### config.mk
export PLATFORM = sky130hd
export DESIGN_NAME = switch_debounce_io_flat
export DESIGN_NICKNAME = d
export VERILOG_FILES = /design/src/rtl/sw_io_pkg.sv /design/src/rtl/switch_debounce_io_if.sv /design/src/rtl/sw_debounce_bit.sv /design/src/rtl/switch_debounce_io.sv /design/src/flat_wrapper.sv
export SDC_FILE = /design/constraint.sdc
export NUM_CORES = 1
export LEC_CHECK = 0
export CAP_MARGIN = 0
export CORE_ASPECT_RATIO = 1.5
export CORE_MARGIN = 3
export CORE_UTILIZATION = 55
export CTS_CLUSTER_SIZE = 14
export DETAILED_ROUTE_END_ITERATION = 8
export DONT_BUFFER_PORTS = 1
export PLACE_DENSITY = 0.7
export SYNTH_ARGS = -nofsm -noshare
export SYNTH_HDL_FRONTEND = slang
export SYNTH_SLANG_ARGS = --single-unit
### constraint.sdc
create_clock -name clk -period 60.1 [get_ports clk]
set_clock_uncertainty 0.15 [all_clocks]
set_input_delay 12.02 -clock clk [delete_from_list [all_inputs] [get_ports clk]]
set_output_delay 12.02 -clock clk [all_outputs]
set_load 0.05 [all_outputs]
### src/rtl/sw_io_pkg.sv
// sw_io_pkg: register offsets and default debounce length for the switch input peripheral
package sw_io_pkg;
    typedef enum logic [1:0] {
        SW_REG_DATA  = 2'd0,
        SW_REG_EDGE  = 2'd1,
        SW_REG_IRQEN = 2'd2,
        SW_REG_RAW   = 2'd3
    } sw_reg_e;
    localparam int DB_CYCLES_DEF = 200000;
endpackage

### src/rtl/switch_debounce_io_if.sv
// switch_debounce_io_if: CPU-side MMIO bus of the switch peripheral
interface switch_debounce_io_if;
    logic [31:0] addr_to_sw;
    logic        re;
    logic        we;
    logic [31:0] wdata;
    logic [31:0] rdata_from_sw;
    logic        irq;
    modport master(output addr_to_sw, re, we, wdata, input rdata_from_sw, irq);
    modport slave(input addr_to_sw, re, we, wdata, output rdata_from_sw, irq);
endinterface

### src/rtl/sw_debounce_bit.sv
// sw_debounce_bit: 2-flop synchroniser, hold counter and stable level for one switch pin
module sw_debounce_bit
    import sw_io_pkg::*;
#(
    parameter int DB_CYCLES = DB_CYCLES_DEF,
    parameter int CNT_W     = 18
) (
    input  logic clk,
    input  logic rst,
    input  logic pin,
    output logic sync,
    output logic stable,
    output logic chg
);
    logic             meta;
    logic [CNT_W-1:0] cnt;
    logic             hit;
    assign hit = cnt == CNT_W'(DB_CYCLES - 1);
    assign chg = (sync != stable) && hit;
    always_ff @(posedge clk or posedge rst) begin
        if (rst) begin
            meta   <= 1'b0;
            sync   <= 1'b0;
            stable <= 1'b0;
            cnt    <= '0;
        end else begin
            meta <= pin;
            sync <= meta;
            if (sync == stable) cnt <= '0;
            else if (hit) begin
                stable <= sync;
                cnt    <= '0;
            end else cnt <= cnt + 1'b1;
        end
    end
endmodule

### src/rtl/switch_debounce_io.sv
// switch_debounce_io: debounced switch inputs with W1C edge flags, maskable irq and registered read port
module switch_debounce_io
    import sw_io_pkg::*;
#(
    parameter int N_SW      = 24,
    parameter int DB_CYCLES = DB_CYCLES_DEF,
    parameter int CNT_W     = 18
) (
    input  logic                 clk,
    input  logic                 rst,
    switch_debounce_io_if.slave  bus,
    input  logic [N_SW-1:0]      sw
);
    logic [N_SW-1:0] sync, stable, chg, edge_flag, irq_en, clr, edge_nxt;
    logic [31:0]     rd_val;
    sw_reg_e         sel;
    logic            unused_bus;
    for (genvar i = 0; i < N_SW; i++) begin : g_bit
        sw_debounce_bit #(.DB_CYCLES(DB_CYCLES), .CNT_W(CNT_W)) u_bit (
            .clk(clk), .rst(rst), .pin(sw[i]),
            .sync(sync[i]), .stable(stable[i]), .chg(chg[i])
        );
    end
    assign sel        = sw_reg_e'(bus.addr_to_sw[3:2]);
    assign unused_bus = ^{bus.addr_to_sw[31:4], bus.addr_to_sw[1:0], bus.wdata};
    // a new edge in the same cycle as its W1C clear keeps the flag set
    always_comb begin
        rd_val   = sel == SW_REG_DATA  ? 32'(stable)    :
                   sel == SW_REG_EDGE  ? 32'(edge_flag) :
                   sel == SW_REG_IRQEN ? 32'(irq_en)    : 32'(sync);
        clr      = (bus.we && sel == SW_REG_EDGE) ? bus.wdata[N_SW-1:0] : '0;
        edge_nxt = (edge_flag & ~clr) | chg;
    end
    always_ff @(posedge clk or posedge rst) begin
        if (rst) begin
            edge_flag         <= '0;
            irq_en            <= '0;
            bus.rdata_from_sw <= '0;
            bus.irq           <= 1'b0;
        end else begin
            edge_flag <= edge_nxt;
            if (bus.we && sel == SW_REG_IRQEN) irq_en <= bus.wdata[N_SW-1:0];
            if (bus.re) bus.rdata_from_sw <= rd_val;
            bus.irq <= |(edge_flag & irq_en);
        end
    end
endmodule

### src/flat_wrapper.sv
// flat-port wrapper written by rule: the top's interface ports become plain ports
module switch_debounce_io_flat import sw_io_pkg::*;
#(
    parameter int N_SW      = 24,
    parameter int DB_CYCLES = DB_CYCLES_DEF,
    parameter int CNT_W     = 18
)
  (clk, rst, sw, bus_addr_to_sw, bus_re, bus_we, bus_wdata, bus_rdata_from_sw, bus_irq);
  switch_debounce_io_if bus_i ();
  input  logic clk;
  input  logic rst;
  input  logic [N_SW-1:0] sw;
  input wire logic [$bits(bus_i.addr_to_sw)-1:0] bus_addr_to_sw;
  input wire logic [$bits(bus_i.re)-1:0] bus_re;
  input wire logic [$bits(bus_i.we)-1:0] bus_we;
  input wire logic [$bits(bus_i.wdata)-1:0] bus_wdata;
  output wire logic [$bits(bus_i.rdata_from_sw)-1:0] bus_rdata_from_sw;
  output wire logic [$bits(bus_i.irq)-1:0] bus_irq;
  assign bus_i.addr_to_sw = bus_addr_to_sw;
  assign bus_i.re = bus_re;
  assign bus_i.we = bus_we;
  assign bus_i.wdata = bus_wdata;
  assign bus_rdata_from_sw = bus_i.rdata_from_sw;
  assign bus_irq = bus_i.irq;
  switch_debounce_io #(.N_SW(N_SW), .DB_CYCLES(DB_CYCLES), .CNT_W(CNT_W)) u_core (.clk(clk), .rst(rst), .bus(bus_i), .sw(sw));
endmodule
==> impl_metrics.sql <==
INSERT INTO impl_metrics (metric_group, metric, value, unit) VALUES
('detailed_routing', 'drt_drc_violations_left', '0', ''),
('setup_path', 'worstPathMaxFanout', '167', ''),
('clock_network', 'clock_pin_slew_reported_for_the_worst_setup_and_hold_paths_after_clock_tree_synthesis', '0.06', 'ns'),
('setup_path', 'reg2reg_setup_slack', '57.52', 'ns'),
('setup_path', 'cp_slowest_stage_delay', '0.81', 'ns'),
('synthesis', 'syn_avg_cell_area', '10.4', 'um^2'),
('clock_network', 'worst_skew_pair_later_pin_latency', '0.60', 'ns'),
('timing', 'final_max_slew_viol_count', '0', ''),
('floorplan', 'core_area', '49100', 'um^2'),
('floorplan', 'count_of_boundary_i_o_pins', '125', ''),
('setup_path', 'timing.rr.end', 'u_core.g_bit[11].u_bit.cnt[6]$_DFF_PP0_', ''),
('setup_path', 'critical_path_required', '60.56', 'ns'),
('place', 'place.detailed.hpwl', '38500', 'um'),
('detailed_routing', 'post_drt_via_cell_ratio', '5.87', ''),
('detailed_routing', 'detail-route-antenna-nets', '0', ''),
('power_and_ir_drop', 'pwr-share-comb', '4.3', '%'),
('timing', 'layout_worst_path_cycle_share', '22.9', '%'),
('clock_network', 'cts_repair_resize_count', '0', ''),
('floorplan', 'fp-row-count', '99', ''),
('power_and_ir_drop', 'pwr_density_cell', '27.3', 'nW/um^2'),
('timing', 'max_freq', '72.6', 'MHz'),
('global_route', 'antenna_found_initial', '1', ''),
('setup_path', 'timing.critical_path.arrival', '14.23', 'ns'),
('power_and_ir_drop', 'static-leakage-power', '12.0', 'nW'),
('synthesis', 'count_of_flip_flops_with_a_built_in_enable_after_synthesis', '0', ''),
('floorplan', 'die-height', '280', 'um'),
('clock_network', 'ctsLongestPathBuffers', '3', ''),
('floorplan', 'initial_core_util', '56.1', '%'),
('place', 'preCtsSetupSlack', '45.53', 'ns'),
('synthesis', 'synth_area', '27500', 'um^2'),
('synthesis', 'synth.top_cells.by_area', 'dfrtp_1 (52%), xnor2_1 (6.7%), nor2_1 (5.8%)', ''),
('power_and_ir_drop', 'worst_ir_drop_vdd', '28.5', 'uV'),
('clock_network', 'postCtsSetupRepairBufs', '0', ''),
('cells_and_area', 'finalNetCount', '2737', ''),
('clock_network', 'cts-hold-fix-buffers', '0', ''),
('global_route', 'grt_usage', '21.8', '%'),
('synthesis', 'ys_async_sr_fraction', '100', '%'),
('synthesis', 'synthesis.instances', '2643', ''),
('synthesis', 'synthDominantCellAreaShare', '52.4', '%'),
('detailed_routing', 'drt_wl_total', '56600', 'um'),
('worst_hold_path', 'worst_hold_start', 'u_core.g_bit[17].u_bit.meta$_DFF_PP0_', ''),
('cells_and_area', 'drive_gt1_share', '9.08', '%'),
('status', 'status', 'complete, no violations', ''),
('synthesis', 'postSynthRegisterBits', '577', ''),
('setup_path', 'rr_startpoint', 'u_core.g_bit[11].u_bit.cnt[9]$_DFF_PP0_', ''),
('clock_network', 'clock_tree.root_cell', 'clkbuf_16', ''),
('floorplan', 'die-width', '189', 'um'),
('clock_network', 'tritoncts', 'done', ''),
('worst_hold_path', 'number_of_cells_on_the_worst_hold_path', '0', ''),
('setup_path', 'cp-end-kind', 'asynchronous set/reset pin', ''),
('power_and_ir_drop', 'clkPwrFrac', '43.9', '%'),
('timing', 'slew_at_the_pin_with_the_worst_max_slew_slack', '1.20', 'ns'),
('worst_hold_path', 'min_path_type', 'reg2reg', ''),
('cells_and_area', 'flow.area_growth_from_synthesis', '8.71', '%'),
('power_and_ir_drop', 'power_frac_seq', '51.8', '%'),
('place', 'place.port_buffers', '0', ''),
('timing', 'final.setup.worst_slack', '46.33', 'ns'),
('synthesis', 'synth_cell_types', '59', ''),
('detailed_routing', 'route.detailed.wl_per_inst', '17.0', 'um'),
('detailed_routing', 'drt_first_pass_iters', '5', ''),
('timing', 'report.final.hold_viol_count', '0', ''),
('power_and_ir_drop', 'net_switching', '191', 'uW'),
('floorplan', 'die_area', '52800', 'um^2'),
('setup_path', 'path_class', 'in2async', ''),
('timing', 'worst_slew_margin_rel', '19.6', '%'),
('clock_network', 'cts_buffers', '55', ''),
('clock_network', 'htree_num_levels', '2', ''),
('setup_path', 'cpMaxStageDelayCell', 'buf_4', ''),
('global_route', 'grt_max_degree', '168', ''),
('synthesis', 'synth-main-ff-cell', 'dfrtp_1', ''),
('cells_and_area', 'num_antenna_cells', '0', '');
[power by group through the flow]
| stage | combinational, mW | clock [mW] | sequential (mW) |
|---|---|---|---|
| after global routing | 0.0402 | 0.385 | 0.425 |
| final | 0.0353 | 0.359 | 0.424 |
| after global placement | 0.0348 | 0 | 0.430 |
| after CTS | 0.0364 | 0.370 | 0.424 |
| after floorplan | 0.0303 | 0 | 0.426 |
| after detailed placement | 0.0361 | 0 | 0.431 |
[state kept, by name, indices dropped and copies added (netlist names)]
name	cells
u_core.g_bit.u_bit.cnt	432
u_core.bus.rdata_from_sw	24
u_core.g_bit.u_bit.meta	24
u_core.g_bit.u_bit.sync	24
u_core.irq_en	24
u_core.edge_flag	24
u_core.bus.irq	1
u_core.g_bit.u_bit.stable	24
[metal layers]
layer | wire (um) | GRT usage, % | vias up
met3 | 2970 | 4.34 | 108
met1 | 23400 | 27.0 | 9692
met4 | 1640 | 7.43 | 0
met2 | 28600 | 38.3 | 404
met5 | 0 | 0 | -
li1 | - | - | 9285
[worst max-delay path by stage]
| stage | from | cells after the start | slack (ns) | to |
|---|---|---|---|---|
| final | rst | 3 | 46.33 | u_core.g_bit[9].u_bit.cnt[10]$_DFF_PP0_ |
| after global routing | rst | 3 | 45.92 | u_core.g_bit[10].u_bit.cnt[7]$_DFF_PP0_ |
| after CTS | rst | 3 | 46.20 | u_core.g_bit[14].u_bit.cnt[3]$_DFF_PP0_ |
| after detailed placement | rst | 3 | 45.53 | u_core.g_bit[3].u_bit.cnt[14]$_DFF_PP0_ |
| after global placement | rst | 3 | 45.59 | u_core.g_bit[3].u_bit.cnt[16]$_DFF_PP0_ |
| after floorplan | rst | 1 | 31.79 | u_core.bus.irq$_DFF_PP0_ |
[layout by cell type (no fill, tap or decap), types with 9 or more instances in the layout]
cell	count
xnor2_1	212
and4_1	49
inv_1	67
nor4_1	86
xor2_1	154
mux2_2	71
clkinv_2	17
nor3_1	71
clkbuf_16	57
a21oi_1	46
nand2_1	149
nand3_1	148
or4_1	21
mux4_2	24
o31ai_1	14
a31o_2	12
a22oi_1	10
nand4_1	177
nor2_1	426
or2_2	14
o21ai_0	41
and3_1	20
dfrtp_1	577
a22o_1	9
and2_1	17
clkbuf_1	10
nor4bb_1	15
or3_1	36
ha_1	24
[final cells by class]
| type | instances | area [um^2] |
|---|---|---|
| repair buffers | 9 | 92.6 |
| clock inverters | 25 | 303 |
| inverters | 68 | 263 |
| flip-flops and latches | 577 | 14400 |
| clock buffers | 75 | 1570 |
| multi-input cells | 1910 | 12400 |
| well taps | 656 | 821 |
| fillers | 4056 | 19100 |
[critical path, delay by kind of cell]
kind | cells | cell delay [ns]
buffers and inverters | 3 | 1.99
[Yosys cell counts, types with 7 or more instances]
master and number:
nor2_1 426, xor2_1 154, a31o_2 12, nand4bb_1 8, and2_1 17, buf_4 11
a22oi_1 10, dfrtp_1 577, nand3_1 148, and3_1 20, buf_2 21, mux2_2 71
nor4b_1 7, nor3_1 71, clkbuf_1 58, or4_1 21, a22o_1 9, nor4bb_1 15
mux4_2 24, o21ai_0 41, xnor2_1 212, inv_1 68, a21oi_1 46, nor4_1 86
or3_1 36, and4_1 49, o31ai_1 14, ha_1 24, nand2_1 149, nand4_1 177
or2_2 14
[cell families (layout without fill, tap and decap cells)]
logic type / count (synthesis) / in the layout / synth area share (%)
compound gates: 152 / 152 / 3.79
xor+xnor: 366 / 366 / 11.6
fa+ha+maj: 24 / 24 / 1.09
buf+inv: 163 / 177 / 2.48
flops: 577 / 577 / 52.4
mux: 97 / 97 / 4.96
other cells: 1 / 8 / 0.0136
simple gates: 1263 / 1263 / 23.6
[per-stage QoR]
stage	util [%]	power [mW]	hold WS, ns	area [um^2]	std cells
floorplan	-	0.456	0.181	27600	2650
finish	61.0	0.818	0.198	29900	3320
detailed placement	57.2	0.467	0.187	28100	3220
global placement	57.2	0.465	0.183	28100	3220
CTS	61.0	0.830	0.201	29900	3320
global route	61.0	0.850	0.205	29900	3320
Note: power is estimated with default switching activity, not from simulation.
